$ cat src/rtl/cube_pkg.sv
// Shared types and sizing helpers for the LED cube scan datapath.
package cube_pkg;

  localparam int NUM_ROWS   = 16;
  localparam int BIT_PLANES = 8;
  localparam int ROW_W      = $clog2(NUM_ROWS);
  localparam int PLANE_W    = $clog2(BIT_PLANES);

  typedef enum logic [2:0] {
    IDLE,
    SHIFT_FIRST,
    BLANK,
    LATCH,
    DISPLAY,
    WAIT_SHIFT
  } scan_state_t;

  // Wide enough to hold the longest plane dwell, BASE << (PLANES-1).
  function automatic int dwell_w(input int base, input int planes);
    return $clog2(base << (planes - 1)) + 1;
  endfunction

endpackage

$ cat src/rtl/dwell_timer.sv
// Loadable down-counter; done is high while the count sits at zero.
module dwell_timer #(
  parameter int W = 4
) (
  input  logic         clk,
  input  logic         reset_n,
  input  logic         load,
  input  logic [W-1:0] load_val,
  output logic         done
);

  logic [W-1:0] cnt;

  always_ff @(posedge clk or negedge reset_n) begin
    if (!reset_n) begin
      cnt <= '0;
    end else if (load) begin
      cnt <= load_val;
    end else if (cnt != '0) begin
      cnt <= cnt - W'(1);
    end
  end

  assign done = (cnt == '0);

endmodule

$ cat src/rtl/row_scan_scheduler.sv
// BCM row/plane scan sequencer: requests shifts, drives latch, OE and row select.
// Handshake: shift_start / shift_done / swap_ack are single-cycle pulses; a pulse is consumed in the cycle it is high.
module row_scan_scheduler #(
  parameter int NUM_ROWS    = cube_pkg::NUM_ROWS,
  parameter int BIT_PLANES  = cube_pkg::BIT_PLANES,
  parameter int BASE_TICKS  = 8,
  parameter int BLANK_TICKS = 4,
  parameter int LATCH_TICKS = 2,
  localparam int ROW_BITS   = (NUM_ROWS > 1) ? $clog2(NUM_ROWS) : 1,
  localparam int PLANE_BITS = (BIT_PLANES > 1) ? $clog2(BIT_PLANES) : 1
) (
  input  logic                  clk,
  input  logic                  reset_n,
  input  logic                  enable,
  output logic                  shift_start,
  output logic [ROW_BITS-1:0]   shift_row,
  output logic [PLANE_BITS-1:0] shift_plane,
  input  logic                  shift_done,
  output logic                  latch_enable,
  output logic                  output_enable_n,
  output logic [NUM_ROWS-1:0]   row_select_n,
  input  logic                  swap_req,
  output logic                  swap_ack,
  output logic                  frame_start,
  output cube_pkg::scan_state_t dbg_state
);

  import cube_pkg::*;

  localparam int DW = dwell_w(BASE_TICKS, BIT_PLANES);

  scan_state_t           state, state_nx;
  logic [ROW_BITS-1:0]   ptr_row, nxt_row;
  logic [PLANE_BITS-1:0] ptr_plane, nxt_plane, cur_plane;
  logic                  done_flag, pending;
  logic                  issue, load, t_done;
  logic [DW-1:0]         load_val;
  logic                  done_accept, done_now, enter_latch;

  // A done coinciding with our own shift_start belongs to nothing we track.
  assign done_accept = shift_done && !shift_start;
  assign done_now    = done_flag || done_accept;
  assign enter_latch = (state == BLANK) && t_done;
  assign dbg_state   = state;

  dwell_timer #(.W(DW)) u_timer (
    .clk      (clk),
    .reset_n  (reset_n),
    .load     (load),
    .load_val (load_val),
    .done     (t_done)
  );

  // Successor of the pair being latched: plane first, then row, then wrap.
  always_comb begin
    nxt_row   = shift_row;
    nxt_plane = shift_plane + PLANE_BITS'(1);
    if (shift_plane == PLANE_BITS'(BIT_PLANES - 1)) begin
      nxt_plane = '0;
      nxt_row   = (shift_row == ROW_BITS'(NUM_ROWS - 1)) ? '0 : shift_row + ROW_BITS'(1);
    end
  end

  always_comb begin
    state_nx = state;
    issue    = 1'b0;
    load     = 1'b0;
    load_val = '0;
    case (state)
      IDLE: begin
        if (enable) begin
          issue    = 1'b1;
          state_nx = SHIFT_FIRST;
        end
      end
      SHIFT_FIRST: begin
        if (done_now) begin
          state_nx = BLANK;
          load     = 1'b1;
          load_val = DW'(BLANK_TICKS - 1);
        end
      end
      BLANK: begin
        if (t_done) begin
          state_nx = LATCH;
          load     = 1'b1;
          load_val = DW'(LATCH_TICKS - 1);
        end
      end
      LATCH: begin
        if (t_done) begin
          state_nx = DISPLAY;
          load     = 1'b1;
          load_val = (DW'(BASE_TICKS) << cur_plane) - DW'(1);
          issue    = enable;
        end
      end
      DISPLAY: begin
        if (t_done) begin
          if (done_now && enable) begin
            state_nx = BLANK;
            load     = 1'b1;
            load_val = DW'(BLANK_TICKS - 1);
          end else if (pending && !done_accept) begin
            state_nx = WAIT_SHIFT;
          end else begin
            state_nx = IDLE;
          end
        end
      end
      WAIT_SHIFT: begin
        if (done_now) begin
          if (enable) begin
            state_nx = BLANK;
            load     = 1'b1;
            load_val = DW'(BLANK_TICKS - 1);
          end else begin
            state_nx = IDLE;
          end
        end
      end
      default: state_nx = IDLE;
    endcase
  end

  always_ff @(posedge clk or negedge reset_n) begin
    if (!reset_n) begin
      state           <= IDLE;
      ptr_row         <= '0;
      ptr_plane       <= '0;
      cur_plane       <= '0;
      done_flag       <= 1'b0;
      pending         <= 1'b0;
      shift_start     <= 1'b0;
      shift_row       <= '0;
      shift_plane     <= '0;
      swap_ack        <= 1'b0;
      latch_enable    <= 1'b0;
      output_enable_n <= 1'b1;
      row_select_n    <= '1;
      frame_start     <= 1'b0;
    end else begin
      state           <= state_nx;
      shift_start     <= issue;
      swap_ack        <= issue && swap_req && (ptr_row == '0) && (ptr_plane == '0);
      latch_enable    <= (state_nx == LATCH);
      output_enable_n <= (state_nx != DISPLAY);
      frame_start     <= enter_latch && (shift_row == '0) && (shift_plane == '0);

      if (issue) begin
        shift_row   <= ptr_row;
        shift_plane <= ptr_plane;
      end else if (state_nx == IDLE) begin
        shift_row   <= '0;
        shift_plane <= '0;
      end

      // The pointer moves on only once a pair is latched, so a shift that
      // completes just before going idle is requested again on re-enable.
      if (enter_latch) begin
        row_select_n <= ~(NUM_ROWS'(1) << shift_row);
        cur_plane    <= shift_plane;
        ptr_row      <= nxt_row;
        ptr_plane    <= nxt_plane;
      end else if (state_nx == IDLE) begin
        row_select_n <= '1;
      end

      if (issue || enter_latch) begin
        done_flag <= 1'b0;
      end else if (done_accept) begin
        done_flag <= 1'b1;
      end

      if (issue) begin
        pending <= 1'b1;
      end else if (done_accept) begin
        pending <= 1'b0;
      end
    end
  end

endmodule

$ cat config.mk
export PLATFORM = sky130hd
export DESIGN_NAME = row_scan_scheduler
export DESIGN_NICKNAME = d
export VERILOG_FILES = /design/src/rtl/cube_pkg.sv /design/src/rtl/dwell_timer.sv /design/src/rtl/row_scan_scheduler.sv
export SDC_FILE = /design/constraint.sdc
export NUM_CORES = 1
export LEC_CHECK = 0
export BUFFER_PORTS_ARGS = -buffer_cell sky130_fd_sc_hd__clkbuf_2
export CAP_MARGIN = 20
export CORE_MARGIN = 2
export CORE_UTILIZATION = 55
export DETAILED_ROUTE_END_ITERATION = 10
export HOLD_SLACK_MARGIN = 0.08
export PLACE_DENSITY = 0.77
export SETUP_SLACK_MARGIN = 0.15
export SLEW_MARGIN = 20
export SYNTH_ARGS = -nofsm -noshare
export SYNTH_HDL_FRONTEND = slang
export SYNTH_HIERARCHICAL = 1
export SYNTH_SLANG_ARGS = --single-unit
$ cat constraint.sdc
create_clock -name clk -period 7.26 [get_ports clk]
set_input_delay 1.089 -clock clk [delete_from_list [all_inputs] [get_ports clk]]
set_output_delay 1.089 -clock clk [all_outputs]
set_load 0.03 [all_outputs]
==> flow_summary.json <==
{
  "final_nets": 338,
  "dp_hpwl_um": 4190,
  "syn-instance-count": 296,
  "cp-end-kind": "flip-flop",
  "reg2reg_depth": 7,
  "dpl_cell_area_um2": 3190,
  "ys_ff_latch": 54,
  "worst_hold_path.endpoint": "pending",
  "die_w_um": 78.1,
  "hold-worst-slack_ns": 0.509,
  "synth_edf_count": 0,
  "setup_viol": 0,
  "grt_overflow": 0,
  "syn_nets": 311,
  "cp_top_family": "simple AND/OR/NAND/NOR gates",
  "hp-start": "pending",
  "crit_type": "flip-flop to flip-flop",
  "post-route-period-util": 0.460,
  "ant_nets": 0,
  "slowest_stage": "nor3_4",
  "ys.flop_type": "dfrtp_1",
  "path_cells": "or4_4 > nor3_4 > inv_1 > nor4_4 > a211o_1 > nor3b_1 > a221o_1",
  "placed_cells": 386,
  "synth_compound_area_frac": 0.233,
  "status": "complete, no violations",
  "grt_max_degree": 55,
  "hold_depth": 1,
  "layout-drive-gt1-share": 0.284,
  "cts.hold.buffers_added": 0,
  "hold_viol": 0,
  "port-buffer-count": 35,
  "yosysWarnings": 6,
  "stdcell_area_um2": 3270,
  "start_util": 0.580,
  "crit_buf_inv": 1,
  "rsz0062_at_grt": "no",
  "htree_levels": 2,
  "power_density_nw_per_um2": 148,
  "finalMaxSlewViolations": 0,
  "ir_drop_mv": 0.0863,
  "p_leak_nw": 1.40,
  "mostFrequentLayoutCells": "dfrtp_1, clkbuf_2, a21oi_1",
  "synthTopCellsByArea": "dfrtp_1, dfstp_2, a21oi_1",
  "r2r-end": "u_timer/cnt[8]",
  "clk_pin_slew_worst_paths_ns": 0.09,
  "instances_no_fill": 394,
  "synth_top_family_by_area": "compound AO/OA/AOI/OAI gates",
  "r2r_setup_slack_ns": 3.92,
  "crit_required_ns": 7.45,
  "wl_per_cell_um": 15.5,
  "synth_fa_ha_area_frac": 0.0414,
  "finalWirelength_um": 6110,
  "cts_resized": 0,
  "drc": 0,
  "grt_pass1_wl_um": 10600,
  "worst_pin_slew_ns": 0.918,
  "async_flop_share": 1.00,
  "place.gp.congestion": 0.803,
  "synth_top_area_frac": 0.307,
  "synth_top_cell_by_area": "dfrtp_1",
  "yosys.area_share.simple": 0.153,
  "synth-xor-area-share": 0.0203,
  "timing.rr.start": "u_timer/cnt[3]",
  "ys_types": 61,
  "postSynthAreaPerCell_um2": 10.2,
  "num_antenna_cells": 0,
  "drv_cap": 0,
  "synthMuxAreaShare": 0.0439,
  "antenna_found_initial": 0,
  "cts_buffers": 5,
  "max_stage_delay_ns": 0.58,
  "startpoint": "u_timer/cnt[3]",
  "clk_latency_ns": 0.31,
  "core-area_um2": 5200,
  "dieArea_um2": 6100,
  "rows": 26,
  "drt_first_pass_iters": 6,
  "crit_fanout": 21,
  "first_global_vias": 2271,
  "num_io_pins": 36,
  "die_h_um": 78.1,
  "grt_use_total": 0.217,
  "syn_to_final_growth_pct": 8.24,
  "fin_crit_ns": 3.34,
  "tritoncts": "built",
  "dr.first_iter.drc_count": 227,
  "cts_setup_buffers": 0,
  "vias": 2299,
  "fmax_ghz": 0.299,
  "maxSlewHeadroom": 0.386,
  "power_mw": 0.483,
  "hold_path_class": "flip-flop to flip-flop",
  "cp_data_arrival_time_ns": 3.54,
  "synth_area_um2": 3020,
  "final.setup_skew_ns": 0.00889,
  "cts_root_buf": "clkbuf_8",
  "setup_tns_ns": 0,
  "cts.sinks": 54,
  "via_per_inst": 5.84,
  "clock_path_buffers": 2,
  "final_common_cell": "dfrtp_1",
  "start_kind": "flip-flop",
  "ys_seq_area_frac": 0.454
}
==> routing by layer <==
metal | GRT usage | vias to the layer above | share of wire
li1 | - | 1122 | -
met1 | 0.285 | 1120 | 0.46
met2 | 0.366 | 42 | 0.50
met3 | 0.0425 | 15 | 0.030
met4 | 0.0649 | 0 | 0.013
met5 | 0 | - | 0
==> layout make-up <==
| type | instances | area (um2) |
|---|---|---|
| Fill cell | 467 | 1940 |
| Multi-Input combinational cell | 213 | 1490 |
| Sequential cell | 54 | 1370 |
| Timing Repair Buffer | 37 | 190 |
| Tap cell | 70 | 87.6 |
| Clock buffer | 6 | 72.6 |
| Inverter | 12 | 47.5 |
| Clock inverter | 2 | 10.0 |
==> metrics by stage <==
| step | setup slack (ns) | util |
|---|---|---|
| finish | 3.92 | 0.628 |
| detailed placement | 3.96 | 0.612 |
| floorplan | 4.46 | - |
| global placement | 4.03 | 0.612 |
| CTS | 3.94 | 0.628 |
| global route | 3.65 | 0.628 |
==> cell usage after synthesis, types with 2 or more instances <==
| master | number |
|---|---|
| a21o_1 | 4 |
| nor4_1 | 2 |
| o21ai_1 | 3 |
| dfrtp_1 | 37 |
| nand2b_1 | 5 |
| clkbuf_1 | 7 |
| nor3_1 | 5 |
| and2_1 | 2 |
| ha_1 | 10 |
| a21oi_2 | 7 |
| a21oi_1 | 33 |
| nor3b_1 | 3 |
| or4_4 | 2 |
| or2_1 | 2 |
| xnor2_1 | 6 |
| nand3_1 | 3 |
| a31oi_1 | 6 |
| o41ai_1 | 2 |
| o21ai_0 | 17 |
| nor2b_1 | 5 |
| dfstp_2 | 17 |
| o21ai_2 | 9 |
| nor2_1 | 10 |
| nand2_1 | 27 |
| o31ai_1 | 4 |
| and3_1 | 2 |
| o21a_1 | 2 |
| buf_6 | 6 |
| a211o_1 | 3 |
| buf_1 | 2 |
| a22o_1 | 2 |
| inv_1 | 11 |
| mux2i_1 | 11 |
| buf_2 | 2 |
==> report_power, final <==
part / total, mW / internal, mW / switching (mW)
registers: 0.303 / 0.302 / 0.00161
clock network: 0.163 / 0.0672 / 0.0959
logic: 0.0164 / 0.00407 / 0.0123
==> kinds of logic (layout without fill, tap and decap cells) <==
kind of cell,Yosys count,count (layout)
AOI/OAI and AO/OA,103,103
and+or+nand+nor,79,79
DFF,54,54
buffers and inverters,29,57
muxes,13,13
adders and majority gates,10,10
xor gates and xnor gates,7,7
other,1,1
==> registers in the layout, summed over array words and instances, names as in the netlist <==
| name | flops |
|---|---|
| frame_start | 1 |
| swap_ack | 1 |
| output_enable_n | 1 |
| ptr_row | 4 |
| dbg_state | 3 |
| cur_plane | 3 |
| u_timer/cnt | 11 |
| shift_start | 1 |
| ptr_plane | 3 |
| row_select_n | 16 |
| done_flag | 1 |
| latch_enable | 1 |
| shift_row | 4 |
| shift_plane | 3 |
| pending | 1 |
==> worst max path at each step <==
stage                           end  slack [ns]  cells past startpoint
floorplan           u_timer/cnt[10]        4.46                      9
finish               u_timer/cnt[8]        3.92                      7
detailed placement   u_timer/cnt[8]        3.96                      7
global placement     u_timer/cnt[8]        4.03                      7
CTS                  u_timer/cnt[8]        3.94                      7
global route         u_timer/cnt[8]        3.65                      7
Note: power is estimated with default switching activity, not from simulation.
